===== src/rtl/cntr_nbit_updown_fsm.sv =====
// -----------------------------------------------------------------------------
// cntr_nbit_updown_fsm
//
// Purpose:
//   WIDTH-bit up/down counter that advances only on a single-cycle TICK
//   strobe. It runs on the board clock and feeds the seven-segment driver.
//   Three stepping modes are supported: all values, even-only and odd-only.
//   In the even/odd modes an off-parity count takes a single step first, so
//   the count lands on the requested parity.
//   Edge priority: RST > LOAD > HOLD > TICK step > idle.
//
// Build option:
//   CNTR_BOUNCE_EN  undefined : wrap-around counting, and UP selects the
//                               direction on every step.
//                   defined   : ping-pong counting. A two-state direction FSM
//                               (S_UP/S_DN) reflects the count at either end.
//                               UP is sampled only on LOAD.
//
// Parameters:
//   WIDTH    count width in bits (>= 2)
//   RST_VAL  count value loaded on reset
//
// Ports:
//   CLK     in   system clock, rising edge
//   RST     in   synchronous reset, active high
//   TICK    in   advance strobe
//   HOLD    in   freeze count (TICK ignored)
//   UP      in   direction (1 = up)
//   EVEN    in   even-only mode select
//   ODD     in   odd-only mode select
//   LOAD    in   synchronous load of LD_VAL
//   LD_VAL  in   load value
//   moore   out  registered count
//   mealy   out  value moore takes at the next rising edge
//   TC      out  registered one-cycle terminal-count pulse
// -----------------------------------------------------------------------------
module cntr_nbit_updown_fsm #(
    parameter int unsigned      WIDTH   = 3,
    parameter logic [WIDTH-1:0] RST_VAL = '0
) (
    input  logic             CLK,
    input  logic             RST,
    input  logic             TICK,
    input  logic             HOLD,
    input  logic             UP,
    input  logic             EVEN,
    input  logic             ODD,
    input  logic             LOAD,
    input  logic [WIDTH-1:0] LD_VAL,
    output logic [WIDTH-1:0] moore,
    output logic [WIDTH-1:0] mealy,
    output logic             TC
);

    logic [WIDTH-1:0] moore_q, moore_d;
    logic             tc_q, tc_d;

    // Step size. The step is 2 only when exactly one parity mode is selected
    // and the count already has that parity. Otherwise the step is 1, which
    // also moves an off-parity count onto the selected parity.
    logic             step_two;
    logic [WIDTH:0]   step_w;
    logic [WIDTH:0]   up_sum;
    logic [WIDTH:0]   dn_diff;
    logic             wrap_up;
    logic             wrap_dn;
    logic             adv;

    always_comb begin
        step_two = (EVEN ^ ODD) & ((EVEN & ~moore_q[0]) | (ODD & moore_q[0]));
        step_w   = {{(WIDTH-1){1'b0}}, step_two, ~step_two};
        // One extra bit exposes the carry out (wrap above max) and the
        // borrow (wrap below 0) directly.
        up_sum   = {1'b0, moore_q} + step_w;
        dn_diff  = {1'b0, moore_q} - step_w;
        wrap_up  = up_sum[WIDTH];
        wrap_dn  = dn_diff[WIDTH];
        adv      = TICK & ~HOLD;
    end

`ifdef CNTR_BOUNCE_EN

    typedef enum logic {S_UP = 1'b0, S_DN = 1'b1} dir_e;

    dir_e dir_q, dir_d;

    always_comb begin
        moore_d = moore_q;
        tc_d    = 1'b0;
        dir_d   = dir_q;
        if (RST) begin
            moore_d = RST_VAL;
            dir_d   = S_UP;
        end else if (LOAD) begin
            moore_d = LD_VAL;
            dir_d   = UP ? S_UP : S_DN;
        end else if (adv) begin
            if (dir_q == S_UP) begin
                if (!wrap_up) begin
                    moore_d = up_sum[WIDTH-1:0];
                end else begin
                    // Reflect off the top. If the step down is also out of
                    // range, hold the count and only turn around.
                    if (!wrap_dn) moore_d = dn_diff[WIDTH-1:0];
                    dir_d = S_DN;
                    tc_d  = 1'b1;
                end
            end else begin
                if (!wrap_dn) begin
                    moore_d = dn_diff[WIDTH-1:0];
                end else begin
                    if (!wrap_up) moore_d = up_sum[WIDTH-1:0];
                    dir_d = S_UP;
                    tc_d  = 1'b1;
                end
            end
        end
    end

    always_ff @(posedge CLK) begin
        if (RST) begin
            moore_q <= RST_VAL;
            tc_q    <= 1'b0;
            dir_q   <= S_UP;
        end else begin
            moore_q <= moore_d;
            tc_q    <= tc_d;
            dir_q   <= dir_d;
        end
    end

`else

    always_comb begin
        moore_d = moore_q;
        tc_d    = 1'b0;
        if (RST) begin
            moore_d = RST_VAL;
        end else if (LOAD) begin
            moore_d = LD_VAL;
        end else if (adv) begin
            // The modulus 2^WIDTH is even, so a wrap keeps the parity.
            if (UP) begin
                moore_d = up_sum[WIDTH-1:0];
                tc_d    = wrap_up;
            end else begin
                moore_d = dn_diff[WIDTH-1:0];
                tc_d    = wrap_dn;
            end
        end
    end

    always_ff @(posedge CLK) begin
        if (RST) begin
            moore_q <= RST_VAL;
            tc_q    <= 1'b0;
        end else begin
            moore_q <= moore_d;
            tc_q    <= tc_d;
        end
    end

`endif

    assign moore = moore_q;
    assign mealy = moore_d;
    assign TC    = tc_q;

endmodule


===== config.mk =====
export PLATFORM = sky130hd
export DESIGN_NAME = cntr_nbit_updown_fsm
export DESIGN_NICKNAME = d
export VERILOG_FILES = /design/src/rtl/cntr_nbit_updown_fsm.sv
export SDC_FILE = /design/constraint.sdc
export NUM_CORES = 1
export LEC_CHECK = 0
export BUFFER_PORTS_ARGS = -buffer_cell sky130_fd_sc_hd__clkbuf_2
export CAP_MARGIN = 25
export CORE_AREA = 2 2 39 41
export DETAILED_ROUTE_END_ITERATION = 6
export DIE_AREA = 0 0 41 43
export PLACE_DENSITY = 0.52
export SYNTH_ARGS = -nofsm -noshare
export SYNTH_HDL_FRONTEND = slang
export SYNTH_SLANG_ARGS = --single-unit

===== constraint.sdc =====
create_clock -name CLK -period 2.3 [get_ports CLK]
set_input_delay 0.23 -clock CLK [delete_from_list [all_inputs] [get_ports CLK]]
set_output_delay 0.23 -clock CLK [all_outputs]
set_load 0.02 [all_outputs]

# Word-level counts from Yosys, hierarchy flattened
# Cells that the tools add are included.
# classes
n_addsub,2
reduce_logical,1
muxes,5
order_cmp,0
multipliers,0
div_mod_pow,0
eq_ne,0
n_bitwise,10
n_shift,0
# op_table
operator,n
$mux 3,4
$add 3x2->4,1
$and 1x1->1,4
$not 1->1,4
$sub 3x2->4,1
$reduce_or 3->1,1
$mux 1,1
$or 1x1->1,1
$xor 1x1->1,1
# word_totals
word_cells,20
memories,0
input_bits,11
rom_bits,0
latchBits,0
mem_bits_rw,0
regBits,4

# Logic depth before layout (Yosys ltp)
# logic_depth
ltp_word,10
depth_mapped,10
ltp_nobuf,10

# Worst setup path after synthesis
# Ideal clock, no wire load.
# synth_timing
path_kind,register to output
startpoint,register moore_q[0] (netlist: moore[0])
endpoint,output mealy[1]
path_buffers,0
path_stages_with_launch,10
t_arrival_ns,2.219
slack_ns,-0.149
cell_sequence,dfxtp_1 -> inv_1 -> nand2_1 -> o21a_1 -> ha_1 -> inv_1 -> fa_1 -> mux2i_1 -> a211o_1 -> a21oi_1
# synth_via
elab_chain_cells,10
# synth_lines
element,line_no,text
start: declaration,55,"logic [WIDTH-1:0] moore_q, moore_d;"
start signal: assignment,158,moore_q <= moore_d;
$not 1->1,70,step_two = (EVEN ^ ODD) & ((EVEN & ~moore_q[0]) | (ODD & moore_q[0]));
$and 1x1->1,70,
$or 1x1->1,70,
$and 1x1->1,70,
$not 1->1,71,"step_w = {{(WIDTH-1){1'b0}}, step_two, ~step_two};"
$sub 3x2->4 or $add 3x2->4 (tied branches),"75, 74",
$mux 3 *,143,if (UP) begin
$mux 3 *,141,end else if (adv) begin
$mux 3 *,139,end else if (LOAD) begin
$mux 3 *,137,if (RST) begin
end: declaration,51,"output logic [WIDTH-1:0] mealy,"
# Mark *: on every way between the ends. The rest lies on a longest branch, timed or not.

# Worst setup path in the final report
# Ends and elaborated chain as after synthesis.

==> metrics.md <==
| Metric | Value |
|---|---|
| Cell count along the critical path | 10 |
| Syn Inst Count | 43 |
| Mux cell area share after synthesis | 2.694% |
| Clock latency on the worst-skew pair | 230 ps |
| Register clock-pin slew on the reported worst setup and hold paths | 40 ps |
| Die footprint | 1763 um^2 |
| Dominant synthesized flop cell | dfxtp_1 |
| Total Routing Usage GR | 10.45% |
| H-tree depth | 1 |
| Largest family of logic cells by synthesized area | compound AO/OA/AOI/OAI gates |
| HPWL after detailed placement | 620.6 um |
| R2R Setup Slk | 410 ps |
| GPL Wtd Cong | 0.7043 |
| Outcome | complete, but fails checks |
| Kind of critical path | reg2out |
| Post-Synth Simple-Gate Area | 18.18% |
| Critical Path Sink | mealy[1] |
| DRC | 0 |
| Clock power share | 32.9% |
| RR Startpoint | moore[0]$_SDFF_PP0_ |
| Initial DRC Count | 1 |
| Die W | 41 um |
| Most Frequent Cell on Critical Path | inv_2 |
| # setup viols final | 2 |
| DR WL met2 | 323 um |
| Longest Clk Path Bufs | 2 |
| Top sig layer | met3 |
| Setup crit start kind | flip-flop |
| Vias | 351 |
| Area growth syn-to-layout | 49.50% |
| Syn. warnings | 0 |
| Crit path DAT | 2230 ps |
| Pre-CTS WS | 17.57 ps |
| Starting Density | 26.85% |
| Mean number of vias per cell | 4.333 |
| Initial antenna violation count | 0 |
| Yosys reg bits | 4 |
| Post-Route WL | 740 um |
| CTS tree | built |
| Chip height | 43 um |
| First-pass GRT wire length | 1.193 mm |
| Number of cell rows | 14 |
| Worst min path class | in2reg |
| Drt first pass iters | 2 |
| Async S/R FF share, synth | 0% |
| Ports | 18 |
| Max IR drop VDD | 173.0 uV |
| Setup crit end kind | output port |
| Core Area | 1384 um^2 |
| Worst Path Max Fanout | 4 |
| Vias in the first global route | 295 |
| Shortest period the worst path allows | 2455 ps |
| Clock skew | 0.4076 ps |
| Count of input and output buffers | 17 |
| Relative slew slack | 81.47% |
| Req. time, crit path | 2070 ps |
| Post-synth EDFFs | 0 |
| Power Internal | 179.5 uW |
| Bufs and invs on worst path | 3 |
| RSZ-0062 raised after global routing | true |
| Hold buffer count at CTS | 0 |
| Post-layout nets | 84 |
| FF-to-FF path depth | 9 |
| Most frequent cells in the layout | 15 x clkbuf_2, 4 x nor2_1, 4 x a21oi_1 |
| Leak | 0.0002889 uW |
| Post-DRT Antenna Nets | 0 |
| Pin count of the biggest net entering global routing | 9 |
| Final worst setup slack | -155.4 ps |
| Sequential Power Share | 30.5% |
| Slew Limit Fails | 0 |
| Final Hold Fails | 0 |
| Num CTS Buffers | 3 |
| Netlist cell types | 21 |
| Combinational group share of total power | 36.5% |
| Commonest non-fill, non-tap cell in the layout | clkbuf_2 |
| CP top delay family | adder cells |
| Crit. Startpoint | moore[0]$_SDFF_PP0_ |
| Post-Synth Adder-Cell Area | 24.24% |
| Gr ovfl total | 0 |
| P_sw | 82.18 uW |
| Sequential element share of the synthesized area | 21.55% |
| Fill cells | 145 |
| CP max stage cell | fa_1 |
| Switch share | 31.40% |
| XOR/XNOR Fraction of Synth Area | 2.357% |
| Crit path cell chain | inv_2, nand2_1, o21a_1, ha_2, inv_2, fa_1, mux2i_1, a211o_1, a21oi_2, clkbuf_8 |
| Clock Tree Root | clkbuf_4 |
| Mean Syn Cell Area | 8.642 um^2 |
| Complex-gate fraction of the synthesized area | 25.93% |
| Post-synthesis cell area | 371.6 um^2 |
| Cell Pwr Density | 471.1 nW/um^2 |
| Antenna cells | 0 |
| Avg WL per Cell | 9.136 um |
| Max-cap check violation count | 0 |
| F_max | 407.3 MHz |
| Routed wire length on met3 | 43 um |
| R2r endpoint | moore[2]$_SDFF_PP0_ |
| Syn Nets | 60 |
| Met1 wire length | 373 um |
| TritonCTS Sinks | 4 |
| Slowest cell delay on critical path | 480 ps |
| Failing checks | negative setup slack |
| Total power | 261.7 uW |
| Layout cell share with drive strength beyond 1 | 50.77% |
| Actual slew at the worst max-slew pin | 277.6 ps |
| Final Cycle Share | 106.8% |
Yosys cell counts (2+ instances only):
master	number	area (um^2)
a211o_1	2	17.52
a21oi_1	5	25.02
dfxtp_1	4	80.08
fa_1	2	40.04
ha_1	4	50.05
inv_1	4	15.01
nand2_1	3	11.26
nor2_1	4	15.01
o21a_1	3	22.52
flip-flops by register name (all words and copies together) (netlist names):
signal and count:
moore 3, TC 1
how the worst min path moves through the flow:
| stage | start | endpoint | slack [ps] | cells past startpoint |
|---|---|---|---|---|
| floorplan | RST | moore[0]$_SDFF_PP0_ | 290 | 1 |
| global placement | RST | moore[0]$_SDFF_PP0_ | 490 | 2 |
| detailed placement | RST | moore[0]$_SDFF_PP0_ | 490 | 2 |
| CTS | RST | moore[0]$_SDFF_PP0_ | 240 | 2 |
| global route | RST | moore[1]$_SDFF_PP0_ | 240 | 2 |
| finish | RST | moore[0]$_SDFF_PP0_ | 240 | 2 |
power groups by stage:
| stage | Sequential, uW | Clock (uW) | Combinational (uW) |
|---|---|---|---|
| finish | 79.9 | 86.1 | 95.6 |
| global route | 81.4 | 96.2 | 109 |
| CTS | 80.8 | 90.5 | 97.2 |
| detailed placement | 81.5 | 0 | 85.5 |
| global placement | 81.1 | 0 | 85.0 |
| floorplan | 85.8 | 0 | 50.7 |
metrics by stage:
step	hold slack [ps]	instances	area (um^2)	utilization [%]	setup TNS [ps]
after floorplan	291.7	43	376.6	-	0
after detailed placement	485.1	76	485.5	35.08	0
after global placement	489.4	76	485.5	35.08	0
final	242.4	81	555.5	40.14	-262.8
after global routing	242.0	81	555.5	40.14	-572.1
after CTS	237.1	81	553.0	39.96	-367.1
cell families after synthesis:
family          Yosys count
fa+ha+maj                 6
mux                       1
buf+inv                   5
flops                     4
compound gates           14
simple gates             12
xor+xnor                  1
per-layer routing:
metal  up-vias  global-route usage [%]
met5         -                       0
met4         0                   10.00
met1       148                   13.23
met2        11                   13.13
met3         0                   3.141
li1        192                       -
layout make-up:
class,count,area [um^2],area share [%]
flip-flops and latches,4,83.83,15.09
repair buffers,20,125.1,22.52
well taps,16,20.02,3.604
clock buffers,3,22.52,4.054
inverters,4,15.01,2.703
multi-input cells,34,289.0,52.03
timing repair:
item / 4_1_cts / 5_1_grt
setup endpoints to repair: 2 / 2
resized for setup: 9 / 1
buffers inserted: 2 / 0
pin swaps: 3 / 2
Power figures use the tool's default switching activity.
